==> config.mk <==
export PLATFORM = sky130hd
export DESIGN_NAME = iterative_divider
export DESIGN_NICKNAME = d
export VERILOG_FILES = /design/src/rtl/bolme_pkg.sv /design/src/rtl/bolme_adimi.sv /design/src/rtl/iterative_divider.sv
export SDC_FILE = /design/constraint.sdc
export NUM_CORES = 1
export LEC_CHECK = 0
export BUFFER_PORTS_ARGS = -buffer_cell sky130_fd_sc_hd__buf_2
export CORE_ASPECT_RATIO = 0.6
export CORE_UTILIZATION = 32
export DETAILED_ROUTE_END_ITERATION = 12
export PLACE_DENSITY_LB_ADDON = 0.05
export SLEW_MARGIN = 5
export SYNTH_ARGS = -nofsm -noshare
export SYNTH_HDL_FRONTEND = slang
export SYNTH_SLANG_ARGS = --single-unit
==> constraint.sdc <==
create_clock -name clk_i -period 10.2 [get_ports clk_i]
set_input_delay 0.51 -clock clk_i [delete_from_list [all_inputs] [get_ports clk_i]]
set_output_delay 0.51 -clock clk_i [all_outputs]
set_load 0.02 [all_outputs]
==> src/rtl/bolme_pkg.sv <==
// Shared definitions for the iterative divider: FSM states, default width
// and the RISC-V special-case result constants.
package bolme_pkg;

    localparam int XLEN_VARSAYILAN = 32;

    // BOSTA: idle, BOL: one quotient bit per cycle, DUZELT: sign fix-up,
    // BITTI: normal completion pulse, OZEL: special-case completion pulse.
    typedef enum logic [2:0] {
        BOSTA  = 3'd0,
        BOL    = 3'd1,
        DUZELT = 3'd2,
        BITTI  = 3'd3,
        OZEL   = 3'd4
    } bolme_durum_e;

    // Most negative signed value; dividing it by -1 overflows.
    localparam logic [XLEN_VARSAYILAN-1:0] INT_MIN = {1'b1, {(XLEN_VARSAYILAN-1){1'b0}}};

    // Quotient returned for division by zero (all ones, both modes).
    localparam logic [XLEN_VARSAYILAN-1:0] SIFIRA_BOLUM_SONUC = {XLEN_VARSAYILAN{1'b1}};

    // Remainder returned for the signed overflow case.
    localparam logic [XLEN_VARSAYILAN-1:0] TASMA_KALAN_SONUC = '0;

endpackage

==> src/rtl/bolme_adimi.sv <==
// One restoring-division step: shift the next dividend bit into the partial
// remainder, subtract the divisor if it fits, and shift the quotient bit in.
module bolme_adimi #(
    parameter int XLEN = 32
) (
    input  logic [XLEN-1:0] kalan_i,
    input  logic [XLEN-1:0] bolum_i,
    input  logic [XLEN-1:0] bolen_i,
    output logic [XLEN-1:0] kalan_o,
    output logic [XLEN-1:0] bolum_o
);

    // The shifted remainder needs one extra bit: rem < d, so 2*rem+1 < 2^(XLEN+1).
    logic [XLEN:0] kaydirilmis;
    logic [XLEN:0] fark;
    logic          bolum_biti;

    assign kaydirilmis = {kalan_i, bolum_i[XLEN-1]};
    assign fark        = kaydirilmis - {1'b0, bolen_i};
    // No borrow means the divisor fit into the shifted remainder.
    assign bolum_biti  = ~fark[XLEN];
    assign kalan_o     = bolum_biti ? fark[XLEN-1:0] : kaydirilmis[XLEN-1:0];
    assign bolum_o     = {bolum_i[XLEN-2:0], bolum_biti};

endmodule

==> src/rtl/iterative_divider.sv <==
// Multi-cycle RV32M divider (DIV/DIVU/REM/REMU), radix-2 restoring, one
// quotient bit per cycle. Operands are held by the requester until the
// one-cycle bolme_hazir_o pulse; dropping blok_aktif_i while busy aborts.
module iterative_divider
    import bolme_pkg::*;
#(
    parameter int XLEN = XLEN_VARSAYILAN
) (
    input  logic            clk_i,
    input  logic            rst_i,
    input  logic            blok_aktif_i,
    input  logic            bolme_unsigned_i,
    input  logic            kalan_sec_i,
    input  logic [XLEN-1:0] bolunen_i,
    input  logic [XLEN-1:0] bolen_i,
    output logic [XLEN-1:0] sonuc_o,
    output logic            bolme_hazir_o
);

    localparam int CNT_W = $clog2(XLEN) + 1;

    bolme_durum_e     durum_q;
    logic [CNT_W-1:0] sayac_q;
    logic [XLEN-1:0]  kalan_q;
    logic [XLEN-1:0]  bolum_q;
    logic [XLEN-1:0]  bolen_q;
    logic             bolum_negatif_q;
    logic             kalan_negatif_q;
    logic             kalan_sec_q;
    logic [XLEN-1:0]  sonuc_q;
    logic             hazir_q;

    logic [XLEN-1:0]  kalan_d;
    logic [XLEN-1:0]  bolum_d;
    logic             bolunen_neg;
    logic             bolen_neg;
    logic [XLEN-1:0]  bolunen_mutlak;
    logic [XLEN-1:0]  bolen_mutlak;
    logic             ozel_sifir;
    logic             ozel_tasma;

    // Magnitudes are only taken in signed mode; unsigned operands pass through.
    assign bolunen_neg    = ~bolme_unsigned_i & bolunen_i[XLEN-1];
    assign bolen_neg      = ~bolme_unsigned_i & bolen_i[XLEN-1];
    assign bolunen_mutlak = bolunen_neg ? (~bolunen_i + 1'b1) : bolunen_i;
    assign bolen_mutlak   = bolen_neg   ? (~bolen_i + 1'b1)   : bolen_i;

    assign ozel_sifir = (bolen_i == '0);
    assign ozel_tasma = ~bolme_unsigned_i && (bolunen_i == INT_MIN) && (bolen_i == '1);

    bolme_adimi #(
        .XLEN (XLEN)
    ) u_adim (
        .kalan_i (kalan_q),
        .bolum_i (bolum_q),
        .bolen_i (bolen_q),
        .kalan_o (kalan_d),
        .bolum_o (bolum_d)
    );

    // Control FSM, iteration datapath and registered result/pulse.
    always_ff @(posedge clk_i) begin
        if (rst_i) begin
            durum_q         <= BOSTA;
            sayac_q         <= '0;
            kalan_q         <= '0;
            bolum_q         <= '0;
            bolen_q         <= '0;
            bolum_negatif_q <= 1'b0;
            kalan_negatif_q <= 1'b0;
            kalan_sec_q     <= 1'b0;
            sonuc_q         <= '0;
            hazir_q         <= 1'b0;
        end else begin
            case (durum_q)
                BOSTA: begin
                    sonuc_q <= '0;
                    hazir_q <= 1'b0;
                    if (blok_aktif_i) begin
                        if (ozel_sifir) begin
                            durum_q <= OZEL;
                            hazir_q <= 1'b1;
                            sonuc_q <= kalan_sec_i ? bolunen_i : SIFIRA_BOLUM_SONUC;
                        end else if (ozel_tasma) begin
                            durum_q <= OZEL;
                            hazir_q <= 1'b1;
                            sonuc_q <= kalan_sec_i ? TASMA_KALAN_SONUC : INT_MIN;
                        end else begin
                            durum_q         <= BOL;
                            bolum_q         <= bolunen_mutlak;
                            bolen_q         <= bolen_mutlak;
                            kalan_q         <= '0;
                            sayac_q         <= CNT_W'(XLEN);
                            bolum_negatif_q <= bolunen_neg ^ bolen_neg;
                            kalan_negatif_q <= bolunen_neg;
                            kalan_sec_q     <= kalan_sec_i;
                        end
                    end
                end
                BOL: begin
                    if (!blok_aktif_i) begin
                        durum_q <= BOSTA;
                    end else begin
                        kalan_q <= kalan_d;
                        bolum_q <= bolum_d;
                        sayac_q <= sayac_q - 1'b1;
                        if (sayac_q == CNT_W'(1)) begin
                            durum_q <= DUZELT;
                        end
                    end
                end
                DUZELT: begin
                    if (!blok_aktif_i) begin
                        durum_q <= BOSTA;
                    end else begin
                        durum_q <= BITTI;
                        hazir_q <= 1'b1;
                        if (kalan_sec_q) begin
                            sonuc_q <= kalan_negatif_q ? (~kalan_q + 1'b1) : kalan_q;
                        end else begin
                            sonuc_q <= bolum_negatif_q ? (~bolum_q + 1'b1) : bolum_q;
                        end
                    end
                end
                BITTI, OZEL: begin
                    durum_q <= BOSTA;
                    hazir_q <= 1'b0;
                    sonuc_q <= '0;
                end
                default: begin
                    durum_q <= BOSTA;
                    hazir_q <= 1'b0;
                    sonuc_q <= '0;
                end
            endcase
        end
    end

    assign sonuc_o       = sonuc_q;
    assign bolme_hazir_o = hazir_q;

endmodule

Word level (Yosys, flattened, before mapping)
Cells that the tools add are included.
Widths: inputs -> output; s select.
{ "totals": {"input_bits": 69, "memories": 0, "regBits": 141, "mem_bits_ro": 0, "mem_bits_rw": 0, "elab_cells": 88, "out_inout_bits": 33, "latch_bits": 0} }
{ "op_classes": {"n_mul": 0, "muxes": 40, "addsub": 6, "div_mod_pow": 0, "n_lt_le_gt_ge": 0, "n_reduce_logical": 9, "n_bitwise": 12, "shifts": 0, "n_eq_ne": 11} }
{ "ops": {"columns": ["cell", "n"], "rows": [
  ["$mux 32", 20],
  ["$add 32x1->32 const B", 4],
  ["$not 32->32", 4],
  ["$pmux 32 s2", 2],
  ["$pmux 32 s3", 1],
  ["$eq 32x32->1 const B", 2],
  ["$sub 33x32->33", 1],
  ["$logic_not 32->1", 1],
  ["$mux 6", 4],
  ["$mux 3", 5],
  ["$pmux 6 s2", 1],
  ["$ne 2x2->1 const B", 5],
  ["$pmux 3 s3", 1],
  ["$eq 6x1->1 const B", 1],
  ["$sub 6x1->6 const B", 1],
  ["$not 1->1", 5],
  ["$reduce_and 5->1", 1],
  ["$mux 1", 4],
  ["$reduce_and 2->1", 2],
  ["$reduce_and 4->1", 1],
  ["$eq 3x1->1 const B", 1],
  ["$eq 3x2->1 const B", 1],
  ["$logic_not 3->1", 1],
  ["$ne 3x3->1 const B", 1],
  ["other kinds (6)", 8]
]} }

Longest topological paths before layout
{ "depth": {"ltp_word": 7, "depth_mapped": 14, "depth_no_buf": 13} }

By module
From an unflattened synthesis, not the netlist that was laid out.
{ "hier_totals": {"hier_cells": 1491, "area_unflattened_um2": 11333.4} }
{ "by_module_without_submodules": {"columns": ["mod", "seq_area_each_um2", "area_per_inst_um2", "cells_per_inst", "instances"], "rows": [
  ["iterative_divider", 2822.7, 8837.2, 1148, 1],
  ["bolme_adimi", 0.0, 2496.1, 343, 1]
]} }

Worst setup path before layout
Ideal clock, no wire load.
{ "synth_path": {"path_type": "register to register", "from": "register bolum_q[31]", "to": "register kalan_q[28]", "path_buffers": 2, "setup_time_ns": 0.124, "stages_incl_launch_ff": 15, "path_slack_ns": 6.821, "t_arrival_ns": 3.255, "required_time_ns": 10.076, "synth_period_minus_slack_ns": 3.379, "cell_sequence": "dfxtp_1 inv_1 ha_1 fa_1 nor2b_1 o31ai_1 a211oi_1 nor4b_1 o31a_1 o31ai_1 xor2_1 buf_2 buf_2 a2bb2oi_1 o21ai_0"} }
{ "synth_between": {"elab_chain_len": 4} }
{ "synth_rtl": {"columns": ["element", "line", "source"], "rows": [
  ["from (decl)", "iterative_divider.sv:25", "logic [XLEN-1:0] bolum_q;"],
  ["from (signal assigned)", "iterative_divider.sv:90", "bolum_q <= bolunen_mutlak;"],
  ["from (signal assigned)", "iterative_divider.sv:105", "bolum_q <= bolum_d;"],
  ["$sub 33x32->33", "bolme_adimi.sv:19", "assign fark = kaydirilmis - {1'b0, bolen_i};"],
  ["$mux 32", "bolme_adimi.sv:22", "assign kalan_o = bolum_biti ? fark[XLEN-1:0] : kaydirilmis[XLEN-1:0];"],
  ["$mux 32", "iterative_divider.sv:101", "if (!blok_aktif_i) begin"],
  ["$pmux 32 s2", "iterative_divider.sv:75", "case (durum_q)"],
  ["to (signal assigned)", "iterative_divider.sv:104", "kalan_q <= kalan_d;"],
  ["to (decl)", "iterative_divider.sv:24", "logic [XLEN-1:0] kalan_q;"]
]} }
Every way passes these cells. The select of a mux whose other input is x is not followed.
A chain may end at the register's enable or synchronous reset.

Final worst setup path
{ "layout_path": {"from": "register bolum_q[31]", "to": "register kalan_q[3]"} }
Same word-level chain as after synthesis.

==> qor.csv <==
metric,value,unit
status,"complete, no violations",
fin_area,12000,um2
netlist_instances,1435,
seq_area_frac_synth,27.0,%
arrival,4.66,ns
p_leak,4.96,nW
antenna_cells,0,
drive_gt1_share,11.0,%
cts_tree,yes,
initial_utilization,33.1,%
clock-skew-final,0.0130,ns
synth_compound_area_share,25.4,%
yosys.area_share.xor_xnor,12.5,%
cts_hold_buf,0,
final_common_cell,nor2_1,
layout.nets,1601,
synthFlopType,dfxtp_1,
slew_headroom,32.2,%
yosysTopAreaCell,dfxtp_1,
hpwlAfterDp,26600,um
grt_pass1_vias,9729,
routabilityCongestion,0.825,
rsz0062_at_grt,false,
die_y,142,um
avgViaCountPerCell,5.35,
crit_path_max_fanout,30,
fin_crit_sh,42.6,%
synth.area.top_cells,"dfxtp_1 (27%), xnor2_1 (6.8%), nor2_1 (6.6%), a21oi_1 (6.3%), xor2_1 (5.7%)",
grt-ovfl-total,0,
maxCapViolations,0,
synth_nets,1544,
setup_violations,0,
grt_pass1_wl,56900,um
cellPowerDensity,133,nW/um2
clockBufferDepth,2,
layout_common_cells,"nor2_1 (181), nand2_1 (142), dfxtp_1 (140), a21oi_1 (131), buf_2 (101)",
cts_root_buf,clkbuf_16,
die_w,235,um
period_minus_slack,4.35,ns
crit_type,flip-flop to flip-flop,
clk_pin_slew,0.07,ns
drcViolationCount,0,
synthMuxAreaShare,2.58,%
ir_drop,132,uV
cts_buffers,17,
htreeDepth,4,
cts.sink_count,141,
ios,102,
placed_area,11400,um2
cp-start-kind,flip-flop,
portBuffers,101,
fin_setup_tns,0,ns
clock.fmax,230,MHz
post_cts_buffers,0,
grt_max_degree,71,
synth-edff-count,0,
synth_top_family_by_area,compound AO/OA/AOI/OAI gates,
synthDominantCellAreaShare,27.0,%
fillers,3401,
wire_per_inst,18.5,um
num_vias,10271,
avgSynthCellArea,7.29,um2
synthArstFlopShare,0,%
maxSlewViolCount,0,
synth_warnings,0,
antenna_found_initial,0,
finalHoldViolations,0,
cp-end-kind,flip-flop,
insertion_delay,0.45,ns
drt-initial-drc-count,792,
die_area,33500,um2
tightest_slew,1.01,ns
required,10.52,ns
hp-class,input port to flip-flop,
dr.pass1.iters,5,
synthSimpleGateAreaFrac,22.3,%
syn2layout_area_growth,14.5,%
synthAdderAreaFrac,4.85,%
core-area,31700,um2
synth_cell_types,60,
num_rows,50,
ant_nets,0,
grt_usage,21.8,%
drt_wl_total,35400,um
ys_ff_latch,141,
cts_resized,0,
syn-cell-area,10500,um2
area by class of cell:
| type | instances | area [um2] | area share [%] |
|---|---|---|---|
| sequential | 141 | 2820 | 23.6 |
| clock buffer | 20 | 457 | 3.81 |
| clock inverter | 12 | 168 | 1.40 |
| inverter | 68 | 255 | 2.13 |
| tap | 416 | 520 | 4.34 |
| timing repair buffer | 119 | 641 | 5.35 |
| multi-input combinational | 1145 | 7120 | 59.4 |
cells by family (layout without fill, tap and decap cells):
| logic type | Yosys count | after routing |
|---|---|---|
| muxes | 27 | 27 |
| buffers and inverters | 149 | 219 |
| DFF | 141 | 141 |
| and+or+nand+nor | 504 | 504 |
| xor gates and xnor gates | 149 | 149 |
| adders and majority gates | 40 | 40 |
| AOI/OAI and AO/OA | 425 | 425 |
through the flow:
| step | utilization [%] | cells | worst slack (ns) | total power [mW] | hold WS (ns) |
|---|---|---|---|---|---|
| 5_1_grt | 37.9 | 1921 | 5.50 | 1.68 | 0.405 |
| 2_1_floorplan | - | 1435 | 6.82 | 0.823 | 0.437 |
| 6_report | 37.9 | 1921 | 5.85 | 1.60 | 0.377 |
| 3_5_place_dp | 35.9 | 1889 | 5.85 | 0.921 | 0.442 |
| 4_1_cts | 37.8 | 1921 | 5.84 | 1.62 | 0.359 |
| 3_3_place_gp | 35.9 | 1889 | 6.00 | 0.923 | 0.438 |
cells in the mapped netlist (4+ instances only):
library cell,instances
nor2_1,184
nand2_1,142
dfxtp_1,141
a21oi_1,131
o21ai_0,91
xnor2_1,81
clkbuf_1,74
inv_1,68
xor2_1,68
a211oi_1,63
ha_1,39
nor3_1,28
mux2i_1,27
nor2b_1,27
o31ai_1,21
or3_1,19
nand2b_1,18
a21o_1,16
nand3_1,16
nand4_1,16
o211ai_1,15
o22ai_1,14
nor4_1,13
a22oi_1,12
o41ai_1,10
and3_1,8
a22o_1,7
and2_1,6
o21a_1,6
a211o_1,5
buf_2,5
or4_1,5
a221oi_1,4
a31oi_1,4
and4_1,4
or2_2,4
per-layer routing:
| metal | global-route usage, % | vias up | wire, um |
|---|---|---|---|
| met5 | 0 | - | 0 |
| met3 | 2.75 | 37 | 1340 |
| li1 | - | 5206 | - |
| met2 | 29.6 | 198 | 13300 |
| met4 | 6.67 | 0 | 661 |
| met1 | 34.6 | 4830 | 20100 |
flip-flops by register name (all words and copies together), names as in the netlist:
register	flops
sonuc_o	32
kalan_sec_q	1
bolum_q	32
kalan_negatif_q	1
bolum_negatif_q	1
sayac_q	6
kalan_q	32
bolen_q	32
bolme_hazir_o	1
durum_q	3
final timing paths:
| path | start | slack [ns] | cells past startpoint | endpoint |
|---|---|---|---|---|
| worst min-delay path | bolunen_i[15] | 0.38 | 3 | sonuc_o[15] |
| worst max-delay path | bolum_q[31] | 5.85 | 13 | kalan_q[3] |
| worst min register to register | sonuc_o[20] | 0.46 | 2 | sonuc_o[20] |
| worst max register to register | bolum_q[31] | 5.85 | 13 | kalan_q[3] |
worst max-delay path, cell delays in order, from the launching register on:
cell      delay, ns
dfxtp_1        0.37
inv_1          0.09
ha_1           0.23
fa_1           0.42
nor2b_1        0.16
o31ai_1        0.12
a211oi_1       0.42
nor4b_1        0.16
o31a_1         0.38
o31ai_1        0.66
xor2_4         0.39
buf_4          0.45
mux2i_1        0.25
o21ai_0        0.08
report_power, final:
group	internal, mW	switching, mW
clock	0.420	0.268
combinational	0.119	0.192
sequential	0.575	0.0259
total	1.11	0.486
Power figures use the tool's default switching activity.
